===== config.mk =====
export PLATFORM = sky130hd
export DESIGN_NAME = sram_write_scheduler
export DESIGN_NICKNAME = d
export VERILOG_FILES = /design/src/rtl/sram_write_scheduler.sv
export SDC_FILE = /design/constraint.sdc
export NUM_CORES = 1
export LEC_CHECK = 0
export CAP_MARGIN = 40
export CORE_AREA = 2 2 468 470
export DETAILED_ROUTE_END_ITERATION = 7
export DIE_AREA = 0 0 470 472
export GPL_ROUTABILITY_DRIVEN = 0
export HOLD_SLACK_MARGIN = 0.02
export MAX_ROUTING_LAYER = met4
export PLACE_DENSITY = 0.38
export SLEW_MARGIN = 30
export SYNTH_ARGS = -nofsm -noshare
export SYNTH_HDL_FRONTEND = slang
export SYNTH_SLANG_ARGS = --single-unit

===== constraint.sdc =====
create_clock -name clk -period 3.2 [get_ports clk]
set_clock_uncertainty 0.2 [all_clocks]
set_input_delay 0.48 -clock clk [delete_from_list [all_inputs] [get_ports clk]]
set_output_delay 0.48 -clock clk [all_outputs]
set_load 0.1 [all_outputs]

===== src/rtl/sram_write_scheduler.sv =====
// sram_write_scheduler
// Drains the per-queue input FIFOs into the shared SRAM write channel.
// Round-robin arbitration between eligible queues, bounded bursts, one
// outstanding FIFO read at a time, per-queue ring write pointer and an
// occupancy level that the read side decrements through q_release.
module sram_write_scheduler #(
    parameter int NUM_QUEUES     = 4,
    parameter int QUEUE_ID_WIDTH = 2,
    parameter int MEM_ADDR_WIDTH = 19,
    parameter int PTR_WIDTH      = MEM_ADDR_WIDTH - QUEUE_ID_WIDTH,
    parameter int QUEUE_SIZE     = 1 << PTR_WIDTH,
    parameter int DATA_WIDTH     = 201,
    parameter int BURST_LEN      = 4
) (
    input  logic                                 clk,
    input  logic                                 resetn,
    input  logic                                 cal_done,
    input  logic [NUM_QUEUES-1:0]                q_empty,
    input  logic [NUM_QUEUES-1:0]                q_valid,
    input  logic [NUM_QUEUES*DATA_WIDTH-1:0]     q_dout,
    output logic [NUM_QUEUES-1:0]                q_rinc,
    output logic                                 mem_wr_en,
    output logic [MEM_ADDR_WIDTH-1:0]            mem_wr_addr,
    output logic [DATA_WIDTH-1:0]                mem_wr_data,
    input  logic                                 mem_wr_ready,
    input  logic [NUM_QUEUES-1:0]                q_release,
    output logic [NUM_QUEUES*PTR_WIDTH-1:0]      q_wr_ptr,
    output logic [NUM_QUEUES*(PTR_WIDTH+1)-1:0]  q_level,
    output logic                                 level_err
);

    localparam int LVL_W = PTR_WIDTH + 1;
    localparam logic [LVL_W-1:0] QSIZE_L = LVL_W'(QUEUE_SIZE);

    localparam logic [2:0] IDLE  = 3'd0;
    localparam logic [2:0] ARB   = 3'd1;
    localparam logic [2:0] READ  = 3'd2;
    localparam logic [2:0] WAIT  = 3'd3;
    localparam logic [2:0] WRITE = 3'd4;

    logic [2:0]                r_state;
    logic [QUEUE_ID_WIDTH-1:0] r_grant;
    logic [QUEUE_ID_WIDTH-1:0] r_rr_last;
    logic [3:0]                r_burst_cnt;
    logic [DATA_WIDTH-1:0]     r_data;
    logic [PTR_WIDTH-1:0]      r_wr_ptr [NUM_QUEUES];
    logic [LVL_W-1:0]          r_level  [NUM_QUEUES];
    logic                      r_level_err;

    logic [NUM_QUEUES-1:0]     w_elig;
    logic                      w_found;
    logic [QUEUE_ID_WIDTH-1:0] w_pick;
    logic                      w_accept;
    logic                      w_cont;
    logic [LVL_W-1:0]          w_level_next [NUM_QUEUES];
    logic [NUM_QUEUES-1:0]     w_err_set;

    assign w_accept = (r_state == WRITE) && mem_wr_ready;

    // A queue may be granted only when memory is calibrated, its FIFO has data and its region is not full
    always_comb begin
        for (int i = 0; i < NUM_QUEUES; i++) begin
            w_elig[i] = cal_done && !q_empty[i] && (r_level[i] < QSIZE_L);
        end
    end

    // Round-robin search starting just after the last granted queue
    always_comb begin
        logic [QUEUE_ID_WIDTH-1:0] v_idx;
        w_found = 1'b0;
        w_pick  = '0;
        v_idx   = '0;
        for (int k = 1; k <= NUM_QUEUES; k++) begin
            v_idx = QUEUE_ID_WIDTH'((int'(r_rr_last) + k) % NUM_QUEUES);
            if (!w_found && w_elig[v_idx]) begin
                w_found = 1'b1;
                w_pick  = v_idx;
            end
        end
    end

    // Next occupancy per queue: an accepted write and a release in the same cycle cancel out
    always_comb begin
        for (int i = 0; i < NUM_QUEUES; i++) begin
            w_level_next[i] = r_level[i];
            w_err_set[i]    = 1'b0;
            if (w_accept && (r_grant == QUEUE_ID_WIDTH'(i)) && !q_release[i]) begin
                w_level_next[i] = r_level[i] + 1'b1;
            end else if (q_release[i] && !(w_accept && (r_grant == QUEUE_ID_WIDTH'(i)))) begin
                if (r_level[i] == '0) begin
                    w_err_set[i] = 1'b1;
                end else begin
                    w_level_next[i] = r_level[i] - 1'b1;
                end
            end
        end
    end

    // The burst continues only if budget remains and the granted queue is still eligible after this write
    always_comb begin
        w_cont = (({1'b0, r_burst_cnt} + 5'd1) < 5'(BURST_LEN))
               && cal_done
               && !q_empty[r_grant]
               && (w_level_next[r_grant] < QSIZE_L);
    end

    // Scheduler FSM: arbitrate, strobe the FIFO, capture its word, present it until the SRAM accepts
    always_ff @(posedge clk) begin
        if (!resetn) begin
            r_state     <= IDLE;
            r_grant     <= '0;
            r_rr_last   <= QUEUE_ID_WIDTH'(NUM_QUEUES - 1);
            r_burst_cnt <= '0;
            r_data      <= '0;
        end else begin
            case (r_state)
                IDLE: begin
                    if (cal_done) r_state <= ARB;
                end
                ARB: begin
                    if (w_found) begin
                        r_grant     <= w_pick;
                        r_rr_last   <= w_pick;
                        r_burst_cnt <= '0;
                        r_state     <= READ;
                    end
                end
                READ: begin
                    r_state <= WAIT;
                end
                WAIT: begin
                    if (q_valid[r_grant]) begin
                        r_data  <= q_dout[r_grant*DATA_WIDTH +: DATA_WIDTH];
                        r_state <= WRITE;
                    end
                end
                WRITE: begin
                    if (mem_wr_ready) begin
                        r_burst_cnt <= r_burst_cnt + 4'd1;
                        r_state     <= w_cont ? READ : ARB;
                    end
                end
                default: r_state <= IDLE;
            endcase
        end
    end

    // Per-queue ring pointers advance on each accepted write; levels track writes against releases
    always_ff @(posedge clk) begin
        if (!resetn) begin
            for (int i = 0; i < NUM_QUEUES; i++) begin
                r_wr_ptr[i] <= '0;
                r_level[i]  <= '0;
            end
            r_level_err <= 1'b0;
        end else begin
            for (int i = 0; i < NUM_QUEUES; i++) begin
                r_level[i] <= w_level_next[i];
                if (w_accept && (r_grant == QUEUE_ID_WIDTH'(i))) begin
                    r_wr_ptr[i] <= r_wr_ptr[i] + 1'b1;
                end
            end
            r_level_err <= r_level_err | (|w_err_set);
        end
    end

    // Output decode: read strobe only in READ, write channel driven only in WRITE
    always_comb begin
        q_rinc = '0;
        if (r_state == READ) q_rinc[r_grant] = 1'b1;
        mem_wr_en   = (r_state == WRITE);
        mem_wr_addr = mem_wr_en ? {r_grant, r_wr_ptr[r_grant]} : '0;
        mem_wr_data = r_data;
        level_err   = r_level_err;
        for (int i = 0; i < NUM_QUEUES; i++) begin
            q_wr_ptr[i*PTR_WIDTH +: PTR_WIDTH] = r_wr_ptr[i];
            q_level[i*LVL_W +: LVL_W]          = r_level[i];
        end
    end

endmodule


==> reports/results.ini <==
[run_status]
status = finished, final reports clean

[pwr]
internal-power_uw = 14990
sw_frac_of_total_pct = 47.20
power_uw = 28390
ir_drop_mv = 0.4369
p_sw_uw = 13400
power_frac_seq_pct = 20.4
leakage_uw = 0.01361
p_per_area_nw_per_um2 = 706.0
p_comb_share_pct = 55.6
p_clk_share_pct = 24.0

[layout]
fin_util_pct = 18.57
area_delta_synth_final_pct = 80.14
finalNetCount = 4488
drive_above_1_share_pct = 23.68

[setup_path]
cp-end-kind = output pin
critPathKind = reg2out
path_max_fanout = 27
cp.arrival_ns = 2.34
r2r_setup_slack_ns = 0.20
reg2reg_depth = 13
r2r_start = r_grant[0]
worstReg2RegEnd = r_state[0]
crit_required_ns = 2.52
start_kind = flop

[yosys]
synth_top_cells_by_area = dfxtp_1 26%, mux4_2 22%, edfxtp_1 9.1%
synth_cell_type_count = 91
synth_compound_area_share_pct = 14.14
syn_area_um2 = 22320
synth-xor-area-share_pct = 2.982
synth-seq-cells = 355
synth-simple-area-share_pct = 20.28
async_flop_share_pct = 0
synth.largest_area_cell = dfxtp_1
synthMuxAreaShare_pct = 22.29
yosysSeqAreaShare_pct = 34.89
synth_top_family_by_area = multiplexers
synth_nets = 3295
postSynthCellCount = 2454
synth_ff_type = dfxtp_1
synthAdderAreaFrac_pct = 1.177
ys_warn_count = 0
syn_avg_cell_area_um2 = 9.095
synth_top_area_share_pct = 25.74
synth_edf_count = 68

[clock_network]
cts_sinks = 355
cts_tree = yes
clk_latency_ns = 0.68
cts_buffers = 55
clk_pin_slew_ns = 0.05
clockBufferDepth = 3
root_buffer = clkbuf_16
cts.htree.levels = 2

[drt]
num_vias = 27007
drt-initial-drc-count = 2307
post_drt_wl_per_cell_um = 35.27
drc = 0
drt_wl_total_mm = 237.3
drtPass1Iterations = 5
antenna_left = 0
vias_per_cell = 4.013

[sta]
slew_headroom_pct = 46.60
hold_viol = 0
finalMaxSlewViolations = 0
clock.fmax_ghz = 0.3311
setup_ws_ns = 0.1799
fin_crit_sh_pct = 94.38
finalSetupViolCount = 0
fin_crit_ns = 3.020
setup-tns-final_ns = 0
hold_ws_ns = 0.2538
rsz0062_at_grt = false
worst_pin_slew_ns = 0.8010

[floorplan]
core_area_um2 = 216500
ioPinCount = 1186
dieArea_um2 = 221800
start_util_pct = 10.31
rows = 171
die_y_um = 472
die_w_um = 470

[placed_design]
place_ws_ns = -0.2236
portBuffers = 1185
dpl.hpwl_mm = 207.6

[grt]
grt_pass1_wl_mm = 295.9
grt-ovfl-total = 0
antenna_found_initial = 298
grt_max_degree = 86
grt_pass1_vias = 25975
track_usage_pct = 21.23

[worst_hold_path]
hold_path_end = mem_wr_data[103]
whs_path_depth = 2
hold_start = mem_wr_data[103]
hold_path.class = reg2reg

[flow_run]
drv_cap = 0

-- layout make-up --
class	count	area [µm²]
antenna	189	473.0
clock buffer	75	1563
clock inverter	22	365.4
fill	24191	176300
inverter	34	140.1
multi-input combinational	1861	13640
sequential	355	7796
tap	2854	3571
timing repair buffer	1340	12660
-- worst max-delay path by stage --
stage               cells past startpoint             end  slack, ns         start
floorplan                               4       q_rinc[0]      -0.49    r_grant[0]
global placement                       11      r_state[0]      -0.18  mem_wr_ready
detailed placement                     11      r_state[0]      -0.22  mem_wr_ready
CTS                                     4  mem_wr_addr[6]      0.001          flop
global route                           13      r_state[0]      0.001    r_grant[0]
finish                                  4       q_rinc[0]       0.18    r_state[2]
-- metal layers --
layer  part of all wire, %  up-vias  GRT usage [%]
li1                      -    11727              -
met1                    36    13333          22.95
met2                    47     1517          35.20
met3                    13      430          8.835
met4                   4.9        0          6.678
met5                     0        -              -
-- worst max-delay path: stages (launching register included) --
cell and delay, ns:
dfxtp_1 0.31, buf_4 0.23, or3b_2 0.58, nor3_1 0.31, buf_12 0.22
-- cells in the mapped netlist (all sizes together), types with 4 or more instances --
| master | number |
|---|---|
| nand2 | 527 |
| a21oi | 294 |
| dfxtp | 287 |
| mux4 | 219 |
| nor2 | 168 |
| clkbuf | 165 |
| o21ai | 89 |
| nand3 | 79 |
| edfxtp | 68 |
| nor3 | 61 |
| xor2 | 43 |
| and3 | 42 |
| buf | 39 |
| xnor2 | 33 |
| inv | 32 |
| or3 | 29 |
| nand4 | 27 |
| ha | 21 |
| a211oi | 19 |
| o22ai | 19 |
| nor4 | 18 |
| a22oi | 12 |
| nor2b | 11 |
| o31ai | 10 |
| and2 | 9 |
| a221oi | 8 |
| a21boi | 6 |
| a31oi | 6 |
| and4 | 6 |
| nor3b | 6 |
| o32ai | 6 |
| or2 | 6 |
| or4 | 6 |
| a311oi | 5 |
| o21a | 5 |
| o221ai | 5 |
| a21o | 4 |
| o2bb2ai | 4 |
-- layout by cell type, fill, tap and decap left out, types with 8 or more instances in the layout --
cell type,n
diode_2,189
inv_1,30
xnor2_1,33
nor2_1,166
buf_12,47
a21oi_1,292
clkbuf_16,56
o21ai_0,85
or3_1,29
nand4_1,27
a22oi_1,12
edfxtp_1,68
dfxtp_1,284
mux4_2,219
buf_2,17
nor4_1,15
clkbuf_8,9
nand3_1,79
nand2_1,524
a211oi_1,19
nor2b_1,9
and3_1,40
bufinv_16,9
clkbuf_1,10
clkdlybuf4s50_1,818
ha_1,21
o31ai_1,8
xor2_1,43
buf_4,456
o22ai_1,19
nor3_1,56
-- power groups by stage --
stage | Combinational, µW | Sequential, µW | Clock, µW
2_1_floorplan | 7040 | 8650 | 0
3_3_place_gp | 15700 | 5890 | 0
3_5_place_dp | 15700 | 5880 | 0
4_1_cts | 15700 | 5790 | 7050
5_1_grt | 16800 | 5880 | 7170
6_report | 15800 | 5800 | 6810
-- logic make-up after synthesis --
| logic type | Yosys count |
|---|---|
| simple gates | 1007 |
| compound gates | 534 |
| flops | 355 |
| buf+inv | 238 |
| mux | 223 |
| xor+xnor | 76 |
| fa+ha+maj | 21 |
-- per-stage QoR --
step                      area (µm²)  instances
final                          40210       6730
after global routing           40120       6694
after CTS                      39700       6539
after detailed placement       37750       6441
after global placement         37750       6441
after floorplan                22360       2454
-- repair_timing --
item	in CTS	in global routing
hold buffers	1	0
buffers inserted	0	2
gates resized for setup	3	5
endpoints found under the hold margin	6	0
setup endpoints to repair	20	15
Note: power is estimated with default switching activity, not from simulation.
